===== config.mk =====
export PLATFORM = sky130hd
export DESIGN_NAME = count_tracker
export DESIGN_NICKNAME = d
export VERILOG_FILES = /design/src/rtl/count_tracker.sv
export SDC_FILE = /design/constraint.sdc
export NUM_CORES = 1
export LEC_CHECK = 0
export ABC_AREA = 1
export BUFFER_PORTS_ARGS = -buffer_cell sky130_fd_sc_hd__buf_2
export CELL_PAD_IN_SITES_DETAIL_PLACEMENT = 1
export CELL_PAD_IN_SITES_GLOBAL_PLACEMENT = 2
export CORE_AREA = 10 10 80 82
export DETAILED_ROUTE_END_ITERATION = 8
export DIE_AREA = 0 0 90 92
export HOLD_SLACK_MARGIN = 0.06
export PLACE_DENSITY_LB_ADDON = 0.15
export SLEW_MARGIN = 20
export SYNTH_ARGS = -nofsm -noshare
export SYNTH_HDL_FRONTEND = slang
export SYNTH_SLANG_ARGS = --single-unit

===== constraint.sdc =====
create_clock -name clk -period 1.59 [get_ports clk]
set_input_delay 0.2385 -clock clk [delete_from_list [all_inputs] [get_ports clk]]
set_output_delay 0.2385 -clock clk [all_outputs]
set_load 0.01 [all_outputs]

===== src/rtl/count_tracker.sv =====
// Passive checker for a wrapping enable-gated up-counter: syncs on START, flags first illegal step (sticky), counts wraps.
// All outputs registered, one cycle after the sampled x; observe-only, no flow control or backpressure.
module count_tracker #(
    parameter int W     = 4,
    parameter int START = 1,
    parameter int KMAX  = 2**W-1,
    parameter int CW    = 8
) (
    input  logic          clk,
    input  logic          rst,
    input  logic          en,
    input  logic [W-1:0]  x,
    output logic          sync_ok,
    output logic          err,
    output logic [1:0]    err_code,
    output logic [W-1:0]  exp_x,
    output logic [CW-1:0] wrap_cnt
);

    typedef enum logic [1:0] {
        ST_UNSYNC = 2'd0,
        ST_TRACK  = 2'd1,
        ST_ERROR  = 2'd2
    } state_t;

    localparam logic [W-1:0]  START_V  = W'(START);
    localparam logic [W-1:0]  KMAX_V   = W'(KMAX);
    localparam logic [W-1:0]  ONE_W    = W'(1);
    localparam logic [CW-1:0] ONE_C    = CW'(1);
    localparam logic [CW-1:0] WRAP_MAX = '1;

    localparam logic [1:0] CODE_ILLEGAL = 2'd1;
    localparam logic [1:0] CODE_STALL   = 2'd2;
    localparam logic [1:0] CODE_STEP    = 2'd3;

    state_t        state_q, state_d;
    logic          sync_ok_q, sync_ok_d;
    logic          err_q, err_d;
    logic [1:0]    err_code_q, err_code_d;
    logic [W-1:0]  exp_x_q, exp_x_d;
    logic [CW-1:0] wrap_cnt_q, wrap_cnt_d;
    logic [W-1:0]  prev_x_q, prev_x_d;
    logic          prev_en_q, prev_en_d;

    logic [W-1:0]  model_x;
    logic          x_legal;
    logic          wrap_hit;

    always_comb begin
        model_x = x;
        if (en) begin
            model_x = (x == KMAX_V) ? START_V : x + ONE_W;
        end
        x_legal  = (x >= START_V) && (x <= KMAX_V);
        wrap_hit = (prev_x_q == KMAX_V) && prev_en_q && (x == START_V);
    end

    always_comb begin
        state_d    = state_q;
        err_code_d = err_code_q;
        exp_x_d    = exp_x_q;
        wrap_cnt_d = wrap_cnt_q;
        prev_x_d   = x;
        prev_en_d  = en;

        case (state_q)
            ST_TRACK: begin
                // Priority: illegal value beats stall beats step mismatch.
                if (!x_legal) begin
                    state_d    = ST_ERROR;
                    err_code_d = CODE_ILLEGAL;
                end else if (!prev_en_q && (x != prev_x_q)) begin
                    state_d    = ST_ERROR;
                    err_code_d = CODE_STALL;
                end else if (x != exp_x_q) begin
                    state_d    = ST_ERROR;
                    err_code_d = CODE_STEP;
                end else begin
                    exp_x_d = model_x;
                    if (wrap_hit && (wrap_cnt_q != WRAP_MAX)) begin
                        wrap_cnt_d = wrap_cnt_q + ONE_C;
                    end
                end
            end
            ST_ERROR: begin
                state_d = ST_ERROR;
            end
            default: begin
                // Unused encoding shares UNSYNC behaviour so it self-recovers.
                state_d = ST_UNSYNC;
                if (x == START_V) begin
                    state_d = ST_TRACK;
                    exp_x_d = model_x;
                end
            end
        endcase

        sync_ok_d = (state_d == ST_TRACK);
        err_d     = (state_d == ST_ERROR);
    end

    always_ff @(posedge clk) begin
        if (rst) begin
            state_q    <= ST_UNSYNC;
            sync_ok_q  <= 1'b0;
            err_q      <= 1'b0;
            err_code_q <= 2'd0;
            exp_x_q    <= START_V;
            wrap_cnt_q <= '0;
            prev_x_q   <= START_V;
            prev_en_q  <= 1'b0;
        end else begin
            state_q    <= state_d;
            sync_ok_q  <= sync_ok_d;
            err_q      <= err_d;
            err_code_q <= err_code_d;
            exp_x_q    <= exp_x_d;
            wrap_cnt_q <= wrap_cnt_d;
            prev_x_q   <= prev_x_d;
            prev_en_q  <= prev_en_d;
        end
    end

    assign sync_ok  = sync_ok_q;
    assign err      = err_q;
    assign err_code = err_code_q;
    assign exp_x    = exp_x_q;
    assign wrap_cnt = wrap_cnt_q;

endmodule


======== After elaboration in Yosys (flattened, before gate mapping) ========
Cells that the tools add are included.
cells by class
  reduce and logical (&&, ||, !) cells .... 10
  eq/ne operators ......................... 14
  add/sub/neg operators ................... 2
  multiplexer cells ....................... 15
  $lt $le $gt $ge ......................... 2
  bitwise gates (word level) .............. 3
operators by type and width
  kind                                                               number
  two-way mux 4 bit                                                  6
  two-way mux 2 bit                                                  6
  AND reduction 5 bit                                                2
  adder 8 x 1 -> 8 bit, second input constant                        1
  == test 4 bit, second input constant                               2
  inequality test 4 bit                                              2
  inequality test 8 bit, second input constant                       1
  one-hot mux 4 bit (2 select lines)                                 1
  inequality test 2 bit, second input constant                       3
  logical AND 1 bit                                                  5
  adder 4 x 1 -> 4 bit, second input constant                        1
  == test 2 x 1 -> 1 bit, second input constant                      2
  == test 2 bit, second input constant                               2
  == test 4 x 1 -> 1 bit, second input constant                      1
  greater-or-equal comparator 4 x 1 -> 1 bit, second input constant  1
  <= comparator 4 bit, second input constant                         1
  one-hot mux 2 bit (2 select lines)                                 1
  inequality test 3 x 1 -> 1 bit, second input constant              1
  NOT 1 bit                                                          3
  AND reduction 2 bit                                                1
  nonzero test 2 bit                                                 1
  zero test 1 bit                                                    1
  two-way mux 1 bit                                                  1
storage, ports and cells
  flip-flop bits (word level) ............. 23
  logic and storage cells ................. 54
  input bits .............................. 7

======== Logic depth before layout (Yosys ltp) ========
Gate-level depths: netlist of run 1.
  depth after elaboration ................. 7
  mapped depth ............................ 11

======== Least setup slack after synthesis of run 1 ========
No wires, ideal clock.
  kind .................................... register -> register
  from .................................... register wrap_cnt_q[0] (netlist: wrap_cnt[0])
  to ...................................... register wrap_cnt_q[0] (netlist: wrap_cnt[0])
  period minus slack after synthesis ...... 1.413 ns
  setup time .............................. 0.132 ns
  cell stages (with the launch flop) ...... 8
  arrival ................................. 1.281 ns
  setup slack ............................. 0.177 ns
  cells stage by stage .................... dfxtp_1 ha_1 nand4_1 nor2_1 nor2_2 nand3_2 nand2_1 a21oi_1
between the ends
  cells in the longest elaborated chain, start to end .. 3
  elaborated cells between the ends (all ways) .. 4
ends and longest elaborated chain
  what                                                          RTL line  source
  from (decl)                                                   41        logic [CW-1:0] wrap_cnt_q, wrap_cnt_d;
  from (signal assigned)                                        118       wrap_cnt_q <= wrap_cnt_d;
  branches (longest 3 deep; another with adder 8 x 1 -> 8 bit)  n/a
Parallel ways; which one is timed is not known.
A chain may end at the register's enable or synchronous reset.

======== Final worst setup path of run 1 ========
  from .................................... register exp_x_q[0] (netlist: exp_x[0])
  to ...................................... register wrap_cnt_q[2] (netlist: wrap_cnt[2])
between the ends
  cells in the longest elaborated chain, start to end .. 3
ends and longest elaborated chain
  what                           RTL line  source
  from (decl)                    40        logic [W-1:0] exp_x_q, exp_x_d;
  from (signal assigned)         117       exp_x_q <= exp_x_d;
  inequality test 4 bit          75        end else if (x != exp_x_q) begin
  NOT 1 bit (no line)            n/a
  AND reduction 5 bit (no line)  n/a
No other way between the ends.

==> results.tsv, run 1 <==
stage	metric	value	unit
status	status	finished, final reports clean	
sta	hold_viol_final	0	
logic_synthesis	ys_async_sr_fraction	0	%
route	wirelength_met1	1930	um
logic_synthesis	synth_nets	220	
route	highest_layer	met4	
worst_setup_path	critPathLaunchType	flop	
place	dp_worst_setup_slack	-7.56	ps
cells_and_area	antennaDiodeCount	0	
route	drc_errors	0	
logic_synthesis	synth_top_cell_area_share	34.2	%
sta	fmax	675	MHz
grt	antenna_found_initial	0	
grt	grt_pass1_vias	1484	
route	drtAntennaViolNets	0	
route	dr_wl_met2	1990	um
grt	overflow	0	
logic_synthesis	synth_area	1350	sq um
die	dieArea	8280	sq um
logic_synthesis	synth_flop_cell	dfxtp_1	
sta	tightest_slew	341	ps
place	dp_hpwl	3200	um
sta	post-route-period-util	93.1	%
min_path	hold_path.class	in2reg	
route	route.met3.wl	143	um
logic_synthesis	synth-seq-area-share	34.2	%
die	io_pins	23	
sta	rsz0062_at_grt	yes	
worst_setup_path	path_max_fanout	5	
cells_and_area	syn2layout_area_growth	30.9	%
clocking	cts_root_buf	clkbuf_8	
cells_and_area	n_fill_cell	644	
grt	grt_max_degree	14	
clocking	clock_latency	270	ps
die	start_util	27.4	%
die	dieWidth	90	um
route	vias_per_cell	4.43	
sta	setup_ws	109	ps
pwr	power_density	653	nW/um^2
logic_synthesis	synth.distinct_cells	24	
die	die_h	92	um
route	dr.pass1.iters	4	
die	coreArea	4910	sq um
clocking	htree_levels	1	
clocking	cts_buffers	3	
cells_and_area	final_util	35.9	%
logic_synthesis	synth_edf_count	0	
sta	setup_viol	0	
worst_setup_path	critPathKind	reg2reg	
logic_synthesis	ys_ff_latch	23	
route	vias	1403	
place	io_buffer_count	22	
route	routed_wl	4090	um
clocking	cts-hold-fix-buffers	0	
place	routabilityCongestion	0.719	
worst_setup_path	critPathArrivalTime	1690	ps
logic_synthesis	synth_area_leaders	dfxtp_1 (34%), nand2_1 (18%), inv_1 (6.7%)	
route	drt_iter0_drc	40	
sta	maxSlewHeadroom	77.2	%
pwr	peakVddDrop	0.275	mV
route	routedWlPerCell	12.9	um
logic_synthesis	avgSynthCellArea	6.50	sq um
clocking	clk_path_buf_depth	2	
pwr	leakage	0.869	nW
worst_setup_path	cp.required	1800	ps
clocking	cts_tree	yes	
worst_setup_path	end_kind	flop	
clocking	clk_pin_slew	90	ps
die	fp-row-count	26	
sta	period_minus_slack	1480	ps
clocking	cts_sinks	23	
grt	grt_use_total	10.0	%
logic_synthesis	synth_area_leader_cell	dfxtp_1	
sta	fin_skew	3.14	ps
sta	drv_slew	0	
logic_synthesis	post-synth-top-count-cell	nand2_1	
logic_synthesis	netlist_instances	207	
cells_and_area	drive_above_1_share	29.6	%
logic_synthesis	yosysWarnings	0	
cells_and_area	layout.nets	261	
job	cap_violations	0	
grt	grt_pass1_wl	7000	um
logic_synthesis	synthTopCellsByCount	nand2_1 (65), inv_1 (24), dfxtp_1 (23), nor2_1 (22), nand3_1 (13)	
## metal layers
layer  vias to the layer above  global-route usage (%)
met5                         -                       0
met4                         0                    3.18
met3                         2                    2.20
met2                        21                    17.2
met1                       646                    12.3
li1                        734                       -
## cell families (layout without fill, tap and decap cells)
family	after synthesis	after routing	synth area share [%]
buffers and inverters	32	72	9.01
AO/OA/AOI/OAI	19	19	8.27
XOR/XNOR	5	5	3.25
flip-flops	23	23	34.2
AND/OR/NAND/NOR	122	122	39.7
adder cells (fa/ha/maj)	6	6	5.58
## flip-flops by register name (all words and copies together), names as in the netlist
name,cells
prev_en_q,1
wrap_cnt,8
sync_ok,1
exp_x,4
err_code,2
prev_x_q,4
state_q,2
err,1
## worst paths after layout
check,from,endpoint,slack (ps),depth (start not counted)
setup / recovery,exp_x[0],wrap_cnt[2],110,10
hold / removal,en,prev_en_q,240,3
setup reg to reg,exp_x[0],wrap_cnt[2],110,10
hold reg to reg,err_code[1],err_code[1],470,2
## power breakdown
part           switching [mW]  leakage (nW)  internal, mW
clock network           0.200        0.0228         0.179
registers              0.0116         0.189         0.591
logic                   0.107         0.657        0.0621
total                   0.318         0.869         0.832
## area by class of cell
class	count	area, sq um	share of cell area [%]
flip-flops and latches	23	473	26.8
well taps	70	87.6	4.97
clock buffers	4	45.0	2.56
inverters	29	109	6.17
multi-input cells	152	811	46.0
repair buffers	39	238	13.5
## what timing repair did
| action | CTS | global route |
|---|---|---|
| setup buffers | 0 | 5 |
| endpoints found under the setup margin | 0 | 16 |
| gates resized for setup | 0 | 21 |
## placed cells by master (no fill, tap or decap), drive strengths merged
master and instances:
nand3b 1, xor2 3, nor2 26, clkbuf 4, clkinv 1, nand3 15
nor3 3, o22ai 1, nand2 67, a21oi 13, ha 6, xnor2 2
o21ai 5, inv 28, buf 39, nand4 10, dfxtp 23
## critical path, cell delays in order (launching register included)
cell     delay (ps)
dfxtp_4         370
inv_1            40
nand2_1          60
nand2_2          70
nor2_4          130
nand2_4          80
buf_4           140
a21oi_4         150
buf_4           160
nand4_1          80
a21oi_1         140
## per-stage QoR
stage	cells	hold slack [ps]	power [mW]	setup TNS [ps]	cell area [sq um]
global placement	308	454	0.768	-35.0	1620
finish	317	240	1.15	0	1760
detailed placement	308	460	0.768	-7.56	1620
CTS	312	234	1.16	0	1670
global route	317	255	1.23	-169	1760
floorplan	207	308	0.705	0	1350
No activity file was read; power rests on OpenSTA's default activity.
==> run 2, diff against run 1 <==
--- a/config.mk
+++ b/config.mk
@@ -9,9 +9,9 @@
 export BUFFER_PORTS_ARGS = -buffer_cell sky130_fd_sc_hd__buf_2
 export CELL_PAD_IN_SITES_DETAIL_PLACEMENT = 1
 export CELL_PAD_IN_SITES_GLOBAL_PLACEMENT = 2
-export CORE_AREA = 10 10 80 82
+export CORE_AREA = 10 10 72 90
 export DETAILED_ROUTE_END_ITERATION = 8
-export DIE_AREA = 0 0 90 92
+export DIE_AREA = 0 0 82 100
 export HOLD_SLACK_MARGIN = 0.06
 export PLACE_DENSITY_LB_ADDON = 0.15
 export SLEW_MARGIN = 20
==> run 2 against run 1 <==
Against the previous run:
- sequential power is essentially flat
- critical path depth is the same
- cell count shrank 2.5%
- routed wire length shrank 5.3%
- core utilization fell by 0.71 points
- highest routed layer unchanged
- critical path type unchanged
==> results.tsv, run 2 (synthesis results as in run 1) <==
stage	metric	value	unit
clocking	clk_path_buf_depth	2	
route	vias_per_cell	4.57	
clocking	cts-hold-fix-buffers	0	
die	start_util	27.7	%
sta	fin_skew	1.42	ps
worst_setup_path	reg2reg_from	prev_x_q[1]	
worst_setup_path	critPathArrivalTime	1670	ps
min_path	worstHoldStart	en	
sta	hold_viol_final	0	
pwr	leakage	0.859	nW
min_path	hold_path.class	in2reg	
cells_and_area	design_area	1710	sq um
worst_setup_path	crit_chain	inv_1 > nand2_1 > nand2_1 > nor2_1 > nand2_2 > nand2_2 > nand3_2 > o21ai_2 > nand2_1 > a21oi_1	
worst_setup_path	critPathLaunchType	flop	
place	place_area	1630	sq um
die	dieArea	8200	sq um
grt	grt_pass1_wl	6570	um
route	drt_iter0_drc	17	
clocking	htree_levels	1	
place	routabilityCongestion	0.738	
worst_setup_path	cp.required	1780	ps
clocking	clock_latency	260	ps
route	dr.pass1.iters	4	
worst_setup_path	reg2reg_slack	120	ps
place	io_buffer_count	22	
clocking	cts_tree	yes	
min_path	min_to	prev_en_q	
route	drc_errors	0	
cells_and_area	layout_commonest_cell	nand2_1	
grt	grt_max_degree	13	
sta	setup_ws	118	ps
worst_setup_path	r2r_end	sync_ok	
die	die_h	100	um
worst_setup_path	slowest_delay	370	ps
grt	antenna_found_initial	0	
route	vias	1413	
die	dieWidth	82	um
sta	post-route-period-util	92.6	%
worst_setup_path	worst-path-buf-inv	1	
status	status	finished, final reports clean	
clocking	clk_pin_slew	80	ps
cells_and_area	antennaDiodeCount	0	
sta	tightest_slew	301	ps
cells_and_area	largest_register_ffs	8	
die	io_pins	23	
worst_setup_path	r2r_cells	10	
worst_setup_path	path_max_fanout	3	
die	fp-row-count	29	
place	dp_hpwl	3260	um
die	coreArea	4860	sq um
clocking	cts_sinks	23	
cells_and_area	syn2layout_area_growth	27.0	%
clocking	cts_root_buf	clkbuf_8	
worst_setup_path	end_kind	flop	
worst_setup_path	critical-path-top-delay-family	simple AND/OR/NAND/NOR gates	
pwr	power_density	656	nW/um^2
job	cap_violations	0	
worst_setup_path	worstSetupPathDepth	10	
clocking	cts_buffers	3	
sta	setup_viol	0	
worst_setup_path	cp_common_cell	nand2_1	
route	routed_wl	3870	um
worst_setup_path	critPathKind	reg2reg	
cells_and_area	n_fill_cell	645	
grt	grt_pass1_vias	1476	
cells_and_area	mostFrequentLayoutCells	nand2_1 (64), inv_1 (24), buf_2 (22), nor2_1 (20), dfxtp_1 (19)	
pwr	peakVddDrop	0.276	mV
min_path	min_path_cells	3	
sta	fmax	679	MHz
sta	maxSlewHeadroom	79.8	%
sta	period_minus_slack	1470	ps
place	dp_worst_setup_slack	-104	ps
cells_and_area	layout.nets	261	
sta	drv_slew	0	
worst_setup_path	crit_slowest_cell	dfxtp_1	
grt	grt_use_total	9.89	%
cells_and_area	drive_above_1_share	25.9	%
route	drtAntennaViolNets	0	
route	routedWlPerCell	12.5	um
grt	overflow	0	
## run 2: through the flow
stage	total power [mW]	util, %	TNS [ps]	hold WS [ps]	cells
after floorplan	0.705	-	0	308	207
after global placement	0.767	33.6	-186	474	303
after detailed placement	0.767	33.6	-277	466	303
after CTS	1.15	34.7	0	241	308
after global routing	1.18	35.2	-25.6	266	309
final	1.12	35.2	0	244	309
## run 2: routing by layer
layer	track usage (%)	vias to the layer above	routed length, um
met4	3.15	0	53
met2	18.6	18	2070
met1	10.7	655	1590
met3	1.61	5	159
met5	0	-	0
li1	-	735	-
## run 2: what timing repair did
item                                    CTS  global route
pin swaps                                 0             2
endpoints found under the setup margin    2             7
resized for setup                         0             8
setup buffers                             1             1
## run 2: how the worst max path moves through the flow
stage / slack (ps) / from / endpoint
after floorplan: 180 / wrap_cnt[0] / wrap_cnt[0]
after global placement: -80 / x[1] / exp_x[1]
after detailed placement: -100 / x[1] / exp_x[1]
after CTS: 90 / prev_x_q[1] / sync_ok
after global routing: -30 / prev_x_q[1] / sync_ok
final: 120 / prev_x_q[1] / sync_ok
## run 2: worst min-delay path, cell delays in order
cell and delay (ps):
buf_2 140, inv_1 60, nor2_1 30
## run 2: report_power, final
part,switching [mW],total [mW],internal [mW]
clock,0.186,0.365,0.179
sequential,0.0119,0.602,0.590
combinational,0.0976,0.154,0.0563
## run 2: area by class of cell
cell class	count	area, sq um	area share (%)
clock buffers	4	45.0	2.63
multi-input cells	152	776	45.4
repair buffers	39	238	13.9
inverters	29	109	6.36
flip-flops and latches	23	465	27.2
well taps	62	77.6	4.54
==> run 3, diff against run 2 <==
--- a/config.mk
+++ b/config.mk
@@ -7,11 +7,13 @@
 export LEC_CHECK = 0
 export ABC_AREA = 1
 export BUFFER_PORTS_ARGS = -buffer_cell sky130_fd_sc_hd__buf_2
+export CAP_MARGIN = 10
 export CELL_PAD_IN_SITES_DETAIL_PLACEMENT = 1
 export CELL_PAD_IN_SITES_GLOBAL_PLACEMENT = 2
-export CORE_AREA = 10 10 72 90
+export CORE_AREA = 2 2 64 82
+export CTS_BUF_LIST = sky130_fd_sc_hd__clkbuf_16
 export DETAILED_ROUTE_END_ITERATION = 8
-export DIE_AREA = 0 0 82 100
+export DIE_AREA = 0 0 66 84
 export HOLD_SLACK_MARGIN = 0.06
 export PLACE_DENSITY_LB_ADDON = 0.15
 export SLEW_MARGIN = 20
==> run 3 against run 2 <==
Against the previous run:
- clock power rose by 47%
- register-to-register slack barely moved
- total power rose by 17%
- worst hold slack improved by 21 ps
- combinational power rose by 11%
- highest routed layer unchanged
- count of clock-buffer cells in the layout fell by 1
- sequential share of layout area fell by 1.2 points
- largest power group unchanged
- maximum frequency rose by 1.0%
- clock skew rose by 1.1 ps
- setup slack improved by 15 ps
==> results.tsv, run 3 (synthesis results as in run 1) <==
stage	metric	value	unit
sta	rsz0062_at_grt	yes	
route	dr.pass1.iters	3	
worst_setup_path	crit_slowest_cell	dfxtp_4	
clocking	clk_path_buf_depth	2	
grt	grt_use_total	15.3	%
die	dieArea	5540	sq um
sta	fin_skew	2.52	ps
sta	hold_viol_final	0	
die	start_util	27.7	%
sta	maxSlewHeadroom	78.9	%
pwr	power_density	723	nW/um^2
cells_and_area	final_util	37.4	%
route	vias_per_cell	4.53	
sta	tightest_slew	314	ps
clocking	htree_levels	1	
worst_setup_path	end_kind	flop	
sta	setup_tns	0	ps
worst_setup_path	critPathArrivalTime	1600	ps
cells_and_area	layout_commonest_cell	nand2_1	
cells_and_area	syn2layout_area_growth	34.9	%
route	routed_wl	3800	um
min_path	hold_path.class	in2reg	
place	placed_cells	305	
die	fp-row-count	29	
clocking	cts_sinks	23	
place	place_area	1650	sq um
sta	drv_slew	0	
sta	whs	265	ps
sta	fmax	686	MHz
clocking	clock_latency	250	ps
pwr	peakVddDrop	0.448	mV
cells_and_area	design_area	1820	sq um
status	status	finished, final reports clean	
worst_setup_path	path_max_fanout	7	
route	drtAntennaViolNets	0	
clocking	cts-hold-fix-buffers	0	
place	io_buffer_count	22	
route	drc_errors	0	
sta	post-route-period-util	91.7	%
worst_setup_path	critPathKind	reg2reg	
sta	setup_viol	0	
clocking	cts_buffers	3	
die	coreArea	4860	sq um
die	die_h	84	um
die	dieWidth	66	um
cells_and_area	stdcell_count	311	
worst_setup_path	slowest_delay	360	ps
die	io_pins	23	
cells_and_area	drive_above_1_share	31.7	%
cells_and_area	mostFrequentLayoutCells	nand2_1 (60), inv_1 (23), buf_2 (22), nor2_1 (20), buf_4 (18)	
place	routabilityCongestion	0.727	
grt	antenna_found_initial	0	
grt	grt_pass1_wl	6640	um
cells_and_area	layout.nets	263	
clocking	cts_tree	yes	
worst_setup_path	cp.required	1730	ps
cells_and_area	largest_register_ffs	8	
place	dp_hpwl	3140	um
job	cap_violations	0	
worst_setup_path	crit_chain	inv_2 > nand2_2 > nand2_2 > nor2_4 > nand2_4 > buf_12 > a21oi_4 > nand3_2 > nand2_1 > a21oi_1	
worst_setup_path	cp_common_cell	nand2_2	
worst_setup_path	critPathLaunchType	flop	
route	vias	1409	
pwr	power	1.31	mW
grt	grt_max_degree	13	
cells_and_area	antennaDiodeCount	0	
clocking	clk_pin_slew	60	ps
route	routedWlPerCell	12.2	um
grt	overflow	0	
grt	grt_pass1_vias	1465	
place	dp_worst_setup_slack	-25.8	ps
route	drt_iter0_drc	43	
clocking	cts_root_buf	clkbuf_16	
pwr	leakage	0.902	nW
sta	setup_ws	132	ps
sta	period_minus_slack	1460	ps
-- run 3: changes by cell type in the layout (fill, tap and decap cells not counted), moves of 2 or more --
cell / previous run / this run
dfxtp_1: 19 / 15
nand2_1: 64 / 60
clkbuf_16: 0 / 3
clkbuf_8: 3 / 0
dfxtp_2: 4 / 7
nand2_2: 3 / 6
inv_2: 4 / 6
nor2_2: 6 / 4
nor2_4: 0 / 2
-- run 3: routing by layer --
layer	vias up	share of wire (%)	GRT usage, %	wire [um]
li1	740	-	-	-
met1	648	43	17.5	1620
met2	16	54	28.7	2050
met3	5	2.0	1.21	76
met4	0	1.4	5.01	53
met5	-	0	0	0
-- run 3: final timing paths --
| check | from | end | slack [ps] | depth (start not counted) |
|---|---|---|---|---|
| min reg2reg | err_code[1] | err_code[1] | 480 | 2 |
| max | exp_x[0] | wrap_cnt[2] | 130 | 10 |
| min | en | prev_en_q | 260 | 3 |
| max reg2reg | exp_x[0] | wrap_cnt[2] | 130 | 10 |
-- run 3: power breakdown --
part / total (mW) / switching (mW) / internal, mW
clock: 0.538 / 0.203 / 0.336
combinational: 0.171 / 0.107 / 0.0649
sequential: 0.603 / 0.0119 / 0.591
-- run 3: timing repair --
item / in CTS / in global routing
gates resized for setup: 0 / 25
setup endpoints to repair: 0 / 15
setup buffers: 0 / 2
-- run 3: final cells by class --
cell class / instances / area, sq um
Clock buffer: 3 / 75.1
Multi-Input combinational cell: 152 / 813
Inverter: 29 / 109
Clock inverter: 1 / 3.75
Fill cell: 637 / 3050
Tap cell: 62 / 77.6
Sequential cell: 23 / 473
Timing Repair Buffer: 41 / 265
-- run 3: critical path, delay by kind of cell (launching register included) --
family,cells,cell delay [ps]
and+or+nand+nor,6,600
DFF,1,360
buffers and inverters,2,160
AOI/OAI and AO/OA,2,220
